File: src/rtl/his_peak_finder_if.sv
// rtl/his_peak_finder_if.sv - start/read/result bundle shared by peak finder and its neighbours
interface his_peak_finder_if #(
  parameter int ADDR_W = 6,
  parameter int BIN_W  = 8
);
  logic                    start;
  logic                    bank_sel;
  logic                    rd_en;
  logic                    rd_bank;
  logic [ADDR_W-1:0]       rd_addr;
  logic [BIN_W-1:0]        rd_data;
  logic                    peak_valid;
  logic                    peak_ready;
  logic [ADDR_W-1:0]       peak_bin;
  logic [BIN_W-1:0]        peak_count;
  logic [BIN_W+ADDR_W-1:0] total_count;
  logic                    no_target;
  logic                    busy;
  logic                    start_miss;

  modport master (
    output start, bank_sel, rd_data, peak_ready,
    input  rd_en, rd_bank, rd_addr, peak_valid, peak_bin, peak_count,
           total_count, no_target, busy, start_miss
  );

  modport slave (
    input  start, bank_sel, rd_data, peak_ready,
    output rd_en, rd_bank, rd_addr, peak_valid, peak_bin, peak_count,
           total_count, no_target, busy, start_miss
  );
endinterface

File: src/rtl/his_peak_finder.sv
// rtl/his_peak_finder.sv - scans one histogram bank and reports max bin, its count and the bin sum
module his_peak_finder #(
  parameter int BIN_NUM = 64,
  parameter int BIN_W   = 8,
  parameter int ADDR_W  = 6,
  parameter int MIN_CNT = 3
) (
  input logic              clk,
  input logic              res,
  his_peak_finder_if.slave bus
);
  typedef enum logic [1:0] {IDLE, SCAN, DRAIN, REPORT} state_t;

  localparam logic [ADDR_W-1:0] LAST_ADDR = ADDR_W'(BIN_NUM - 1);
  localparam logic [BIN_W:0]    MIN_CNT_V = (BIN_W + 1)'(MIN_CNT);

  state_t                  state;
  state_t                  state_next;
  logic                    rd_en_q;
  logic                    rd_bank_q;
  logic [ADDR_W-1:0]       rd_addr_q;
  logic                    beat_valid;
  logic [ADDR_W-1:0]       beat_addr;
  logic [BIN_W-1:0]        max_q;
  logic [ADDR_W-1:0]       idx_q;
  logic [BIN_W+ADDR_W-1:0] sum_q;
  logic                    no_target_q;
  logic                    peak_valid_q;
  logic                    busy_q;
  logic                    start_miss_q;
  logic                    beat_wins;
  logic [BIN_W-1:0]        max_next;

  always_ff @(posedge clk or posedge res) begin
    if (res) state <= IDLE;
    else     state <= state_next;
  end

  always_comb begin
    state_next = state;
    case (state)
      IDLE:    if (bus.start) state_next = SCAN;
      SCAN:    if (rd_addr_q == LAST_ADDR) state_next = DRAIN;
      DRAIN:   state_next = REPORT;
      REPORT:  if (bus.peak_ready) state_next = IDLE;
      default: state_next = IDLE;
    endcase
  end

  // Strictly-greater update over an ascending scan keeps the lowest index on ties.
  always_comb begin
    beat_wins = beat_valid && (bus.rd_data > max_q);
    max_next  = beat_wins ? bus.rd_data : max_q;
  end

  always_ff @(posedge clk or posedge res) begin
    if (res) begin
      rd_en_q      <= 1'b0;
      rd_bank_q    <= 1'b0;
      rd_addr_q    <= '0;
      beat_valid   <= 1'b0;
      beat_addr    <= '0;
      max_q        <= '0;
      idx_q        <= '0;
      sum_q        <= '0;
      no_target_q  <= 1'b0;
      peak_valid_q <= 1'b0;
      busy_q       <= 1'b0;
      start_miss_q <= 1'b0;
    end else begin
      rd_en_q      <= (state_next == SCAN);
      peak_valid_q <= (state_next == REPORT);
      busy_q       <= (state_next != IDLE);
      start_miss_q <= bus.start && (state != IDLE);
      beat_valid   <= rd_en_q;
      beat_addr    <= rd_addr_q;

      if (state == IDLE && bus.start) begin
        rd_bank_q   <= bus.bank_sel;
        rd_addr_q   <= '0;
        max_q       <= '0;
        idx_q       <= '0;
        sum_q       <= '0;
        no_target_q <= 1'b0;
      end else begin
        if (state == SCAN && rd_addr_q != LAST_ADDR)
          rd_addr_q <= rd_addr_q + ADDR_W'(1);
        if (beat_valid) begin
          sum_q <= sum_q + {{ADDR_W{1'b0}}, bus.rd_data};
          max_q <= max_next;
          if (beat_wins) idx_q <= beat_addr;
        end
        // DRAIN sees the last beat, so the threshold uses the post-beat maximum.
        if (state == DRAIN)
          no_target_q <= ({1'b0, max_next} < MIN_CNT_V);
      end
    end
  end

  assign bus.rd_en       = rd_en_q;
  assign bus.rd_bank     = rd_bank_q;
  assign bus.rd_addr     = rd_addr_q;
  assign bus.peak_valid  = peak_valid_q;
  assign bus.peak_bin    = idx_q;
  assign bus.peak_count  = max_q;
  assign bus.total_count = sum_q;
  assign bus.no_target   = no_target_q;
  assign bus.busy        = busy_q;
  assign bus.start_miss  = start_miss_q;
endmodule

File: src/flat_wrapper.sv
// flat-port wrapper written by rule: the top's interface ports become plain ports
module his_peak_finder_flat 
#(
  parameter int BIN_NUM = 64,
  parameter int BIN_W   = 8,
  parameter int ADDR_W  = 6,
  parameter int MIN_CNT = 3
)
  (clk, res, bus_start, bus_bank_sel, bus_rd_data, bus_peak_ready, bus_rd_en, bus_rd_bank, bus_rd_addr, bus_peak_valid, bus_peak_bin, bus_peak_count, bus_total_count, bus_no_target, bus_busy, bus_start_miss);
  his_peak_finder_if #(.ADDR_W(ADDR_W), .BIN_W(BIN_W)) bus_i ();
  input logic clk;
  input logic res;
  input wire logic [$bits(bus_i.start)-1:0] bus_start;
  input wire logic [$bits(bus_i.bank_sel)-1:0] bus_bank_sel;
  input wire logic [$bits(bus_i.rd_data)-1:0] bus_rd_data;
  input wire logic [$bits(bus_i.peak_ready)-1:0] bus_peak_ready;
  output wire logic [$bits(bus_i.rd_en)-1:0] bus_rd_en;
  output wire logic [$bits(bus_i.rd_bank)-1:0] bus_rd_bank;
  output wire logic [$bits(bus_i.rd_addr)-1:0] bus_rd_addr;
  output wire logic [$bits(bus_i.peak_valid)-1:0] bus_peak_valid;
  output wire logic [$bits(bus_i.peak_bin)-1:0] bus_peak_bin;
  output wire logic [$bits(bus_i.peak_count)-1:0] bus_peak_count;
  output wire logic [$bits(bus_i.total_count)-1:0] bus_total_count;
  output wire logic [$bits(bus_i.no_target)-1:0] bus_no_target;
  output wire logic [$bits(bus_i.busy)-1:0] bus_busy;
  output wire logic [$bits(bus_i.start_miss)-1:0] bus_start_miss;
  assign bus_i.start = bus_start;
  assign bus_i.bank_sel = bus_bank_sel;
  assign bus_i.rd_data = bus_rd_data;
  assign bus_i.peak_ready = bus_peak_ready;
  assign bus_rd_en = bus_i.rd_en;
  assign bus_rd_bank = bus_i.rd_bank;
  assign bus_rd_addr = bus_i.rd_addr;
  assign bus_peak_valid = bus_i.peak_valid;
  assign bus_peak_bin = bus_i.peak_bin;
  assign bus_peak_count = bus_i.peak_count;
  assign bus_total_count = bus_i.total_count;
  assign bus_no_target = bus_i.no_target;
  assign bus_busy = bus_i.busy;
  assign bus_start_miss = bus_i.start_miss;
  his_peak_finder #(.BIN_NUM(BIN_NUM), .BIN_W(BIN_W), .ADDR_W(ADDR_W), .MIN_CNT(MIN_CNT)) u_core (.clk(clk), .res(res), .bus(bus_i));
endmodule
File: config.mk
export PLATFORM = sky130hd
export DESIGN_NAME = his_peak_finder_flat
export DESIGN_NICKNAME = d
export VERILOG_FILES = /design/src/rtl/his_peak_finder_if.sv /design/src/rtl/his_peak_finder.sv /design/src/flat_wrapper.sv
export SDC_FILE = /design/constraint.sdc
export NUM_CORES = 1
export LEC_CHECK = 0
export BUFFER_PORTS_ARGS = -buffer_cell sky130_fd_sc_hd__buf_2
export CORE_AREA = 4 4 111 113
export CTS_CLUSTER_DIAMETER = 200
export DETAILED_ROUTE_END_ITERATION = 6
export DIE_AREA = 0 0 115 117
export PLACE_DENSITY = 0.4
export RECOVER_POWER = 50
export SLEW_MARGIN = 15
export SYNTH_ARGS = -nofsm -noshare
export SYNTH_HDL_FRONTEND = slang
export SYNTH_SLANG_ARGS = --single-unit
File: constraint.sdc
create_clock -name clk -period 2.2 [get_ports clk]
set_clock_uncertainty 0.1 [all_clocks]
set_input_delay 0.44 -clock clk [delete_from_list [all_inputs] [get_ports clk]]
set_output_delay 0.44 -clock clk [all_outputs]
set_load 0.005 [all_outputs]
==> impl_results.md <==
* Status: finished clean
* Post-route ant nets at 0
* Area delta synth->final at 28.98%
* PortBufs at 52
* Hold Path Class: input port to flip-flop
* CTS tree: built
* Root Driver: clkbuf_16
* Final hold vios at 0
* # rows at 39
* Clock H-tree levels at 2
* Setup CP Type: flip-flop to flip-flop
* Async SR Flop Fraction at 100.0%
* Die area at 13,460 µm²
* Post-synthesis mux area share at 1.939%
* Hold_buf cts at 0
* Static leakage at 1.629 nW
* RSZ-0062 raised after global routing: false
* First-pass GRT wire length at 12.09 mm
* Area of the core at 11,320 µm²
* Hold Path Origin: bus_peak_ready
* Crit-path max FO at 3
* Fill count at 1,204
* Xor and xnor area share after synthesis at 2.648%
* Routability cong. at 0.7437
* Vias in the first global route at ~2,300
* Worst-skew pair later-pin latency at 290 ps
* Largest family of logic cells by synthesized area: compound AO/OA/AOI/OAI gates
* Placed cell count at around 480
* Fin nets at 380
* Synth Cell Area at 2646 µm²
* Largest net degree at the start of global routing at 26
* Top post-synthesis cells by area: dfrtp_1, ha_1, a21oi_1, o21ai_0, nand3_1
* Post-synthesis cell type count at 50
* Endpoints failing setup at 0
* Iteration-0 DRC Markers at 123
* TritonCTS Buffers at 5
* Drt pass-1 iters at 4
* Overall Global Routing Usage at 11.62%
* Worst Tran Pin Value at a little over 1000 ps
* Clock buffer depth at 2
* Vias per cell at roughly 4.7
* Count leader, synth: dfrtp_1
* Initial antenna violation count at 0
* Synthesized net count at 300
* Final Util at between 30% and 40%
* Max-slew violation count at 0
* Max VDD drop at between 0.4 and 0.5 mV
* Clock transition at the registers of the reported paths at about 70 ps
* Synth Flop Type: dfrtp_1
* Simple-Gate Fraction of Synth Area at 17.40%
* Critical Path Start: u_core.bus.total_count[0]
* Clk sinks at 49
* Adder-Cell Fraction of Synth Area at between 8 and 9%
* Hpwl dp at 5.737 mm
* Mapped Cells at 269
* Total wire length at 7.458 mm
* Minimum clock period at roughly 2100 ps
* Avg Cell Area, Syn at 9.838 µm²
* Nature of the critical path startpoint: flip-flop
* Synth top cells by count: dfrtp_1, a21oi_1, o21ai_0, nand3_1, ha_1
* Vias at approximately 2,300
* Initial core utilization at 23.38%
* ANT cells at 0
* # Max-Cap Violations at 0
* Layout cells sized above 1 at 27.43%
* Crit path DAT at 2200 ps
* Gr ovfl total at 0
* Placed Area at 3248 µm²
* Drc violations at 0
* Number of synthesized flops with an enable pin at 0
* Post-synth top area cell: dfrtp_1
* Chip width at 115 µm
* Final cell count without fillers at a little under 500
* Critical R2R Launch: u_core.bus.total_count[0]
* DIE HEIGHT at 117 µm
* Drt wl/cell at around 15 µm
* Num ports at 53
* Register area share after synthesis at between 40% and 50%
* Design area at roughly 3400 µm²
* Area share of the largest cell type after synthesis at 46.34%
* Required @ worst endpoint at 2310 ps
* Pwr dens at around 1400 nW/µm²
* Synth warn at 0
* Post-synthesis compound-gate area fraction at approximately 19%
* Setup TNS at 0 ps
* Flops & latches, synth at ~50
* Crit path capture type: flip-flop
* Fmax at 478.2 MHz
* Fin crit share at 95.04%
* Relative slew slack at 31.11%
## power by group
part           internal [mW]  total [mW]  switching [mW]
sequential              1.29        1.61           0.325
clock                  0.460       0.834           0.374
combinational           1.17        2.38            1.22
total                   2.92        4.83            1.92
## worst paths after layout
kind,to,slack [ps],cells past startpoint
setup / recovery,u_core.bus.total_count[12],110,8
setup reg to reg,u_core.bus.total_count[12],110,8
min in group asynchronous,u_core.bus.rd_bank,290,2
max in group asynchronous,u_core.bus.peak_bin[4],600,3
hold / removal,u_core.bus.busy,230,2
hold reg to reg,u_core.beat_valid,320,0
## area by class of cell
class	instances	area [µm²]	area share [%]
clock inverter	2	17.52	0.5132
inverter	16	60.06	1.760
tap	143	178.9	5.242
timing repair buffer	83	481.7	14.11
sequential	49	1226	35.92
multi-input combinational	194	1310	38.38
clock buffer	6	138.9	4.069
## layout by cell type (no fill, tap or decap), drive strengths merged, types with 3 or more instances in the layout
cell type / Yosys / routed
mux2i: 4 / 4
xor2: 5 / 5
o21ai: 27 / 27
nand2b: 4 / 4
nand3: 21 / 21
dfrtp: 49 / 49
o211ai: 4 / 4
nand2: 16 / 16
xnor2: 3 / 3
and3: 4 / 4
ha: 17 / 17
a21oi: 27 / 27
nand4: 3 / 3
nor2b: 4 / 4
clkbuf: 5 / 12
or3: 4 / 4
a31oi: 5 / 5
nand3b: 3 / 3
inv: 16 / 17
buf: 5 / 77
nor2: 11 / 11
## layer usage
metal  vias to the layer above  global-route usage (%)  part of all wire [%]
li1                       1137                       -                     -
met5                         -                       0                     0
met1                      1109                   16.09                    49
met3                         4                   3.033                   5.1
met4                         0                   2.817                  0.82
met2                        49                   18.21                    45
## through the flow
stage / setup slack [ps] / hold slack (ps) / total power [mW]
final: 109.0 / 234.5 / 4.832
after global routing: 13.53 / 223.2 / 5.295
after CTS: 22.92 / 124.0 / 4.911
after detailed placement: -135.3 / 296.1 / 4.039
after global placement: -92.22 / 294.8 / 4.015
after floorplan: 127.3 / 275.7 / 3.042
## critical path, stage by stage, from the launching register on
cell,delay (ps)
dfrtp_1,360
ha_1,170
inv_1,60
fa_2,350
nor2b_2,140
o211ai_1,150
and3_1,190
or3_1,340
a21oi_1,160
## cells by family after synthesis
group | Yosys count
fa+ha+maj | 18
xor+xnor | 8
mux | 5
simple gates | 85
compound gates | 78
flops | 49
buf+inv | 26
## repair_timing
item                       CTS  global route
setup buffers                1             1
setup endpoints to repair    1             2
pin swaps                    0             2
gates resized for setup      0             2
## sequential cells by signal, summed over array words and instances, names as in the netlist
name	cells
u_core.bus.total_count	14
u_core.bus.peak_count	8
u_core.beat_addr	6
u_core.bus.peak_bin	6
u_core.bus.rd_addr	6
u_core.state	2
u_core.beat_valid	1
u_core.bus.busy	1
u_core.bus.no_target	1
u_core.bus.peak_valid	1
u_core.bus.rd_bank	1
u_core.bus.rd_en	1
u_core.bus.start_miss	1
Note: power is estimated with default switching activity, not from simulation.
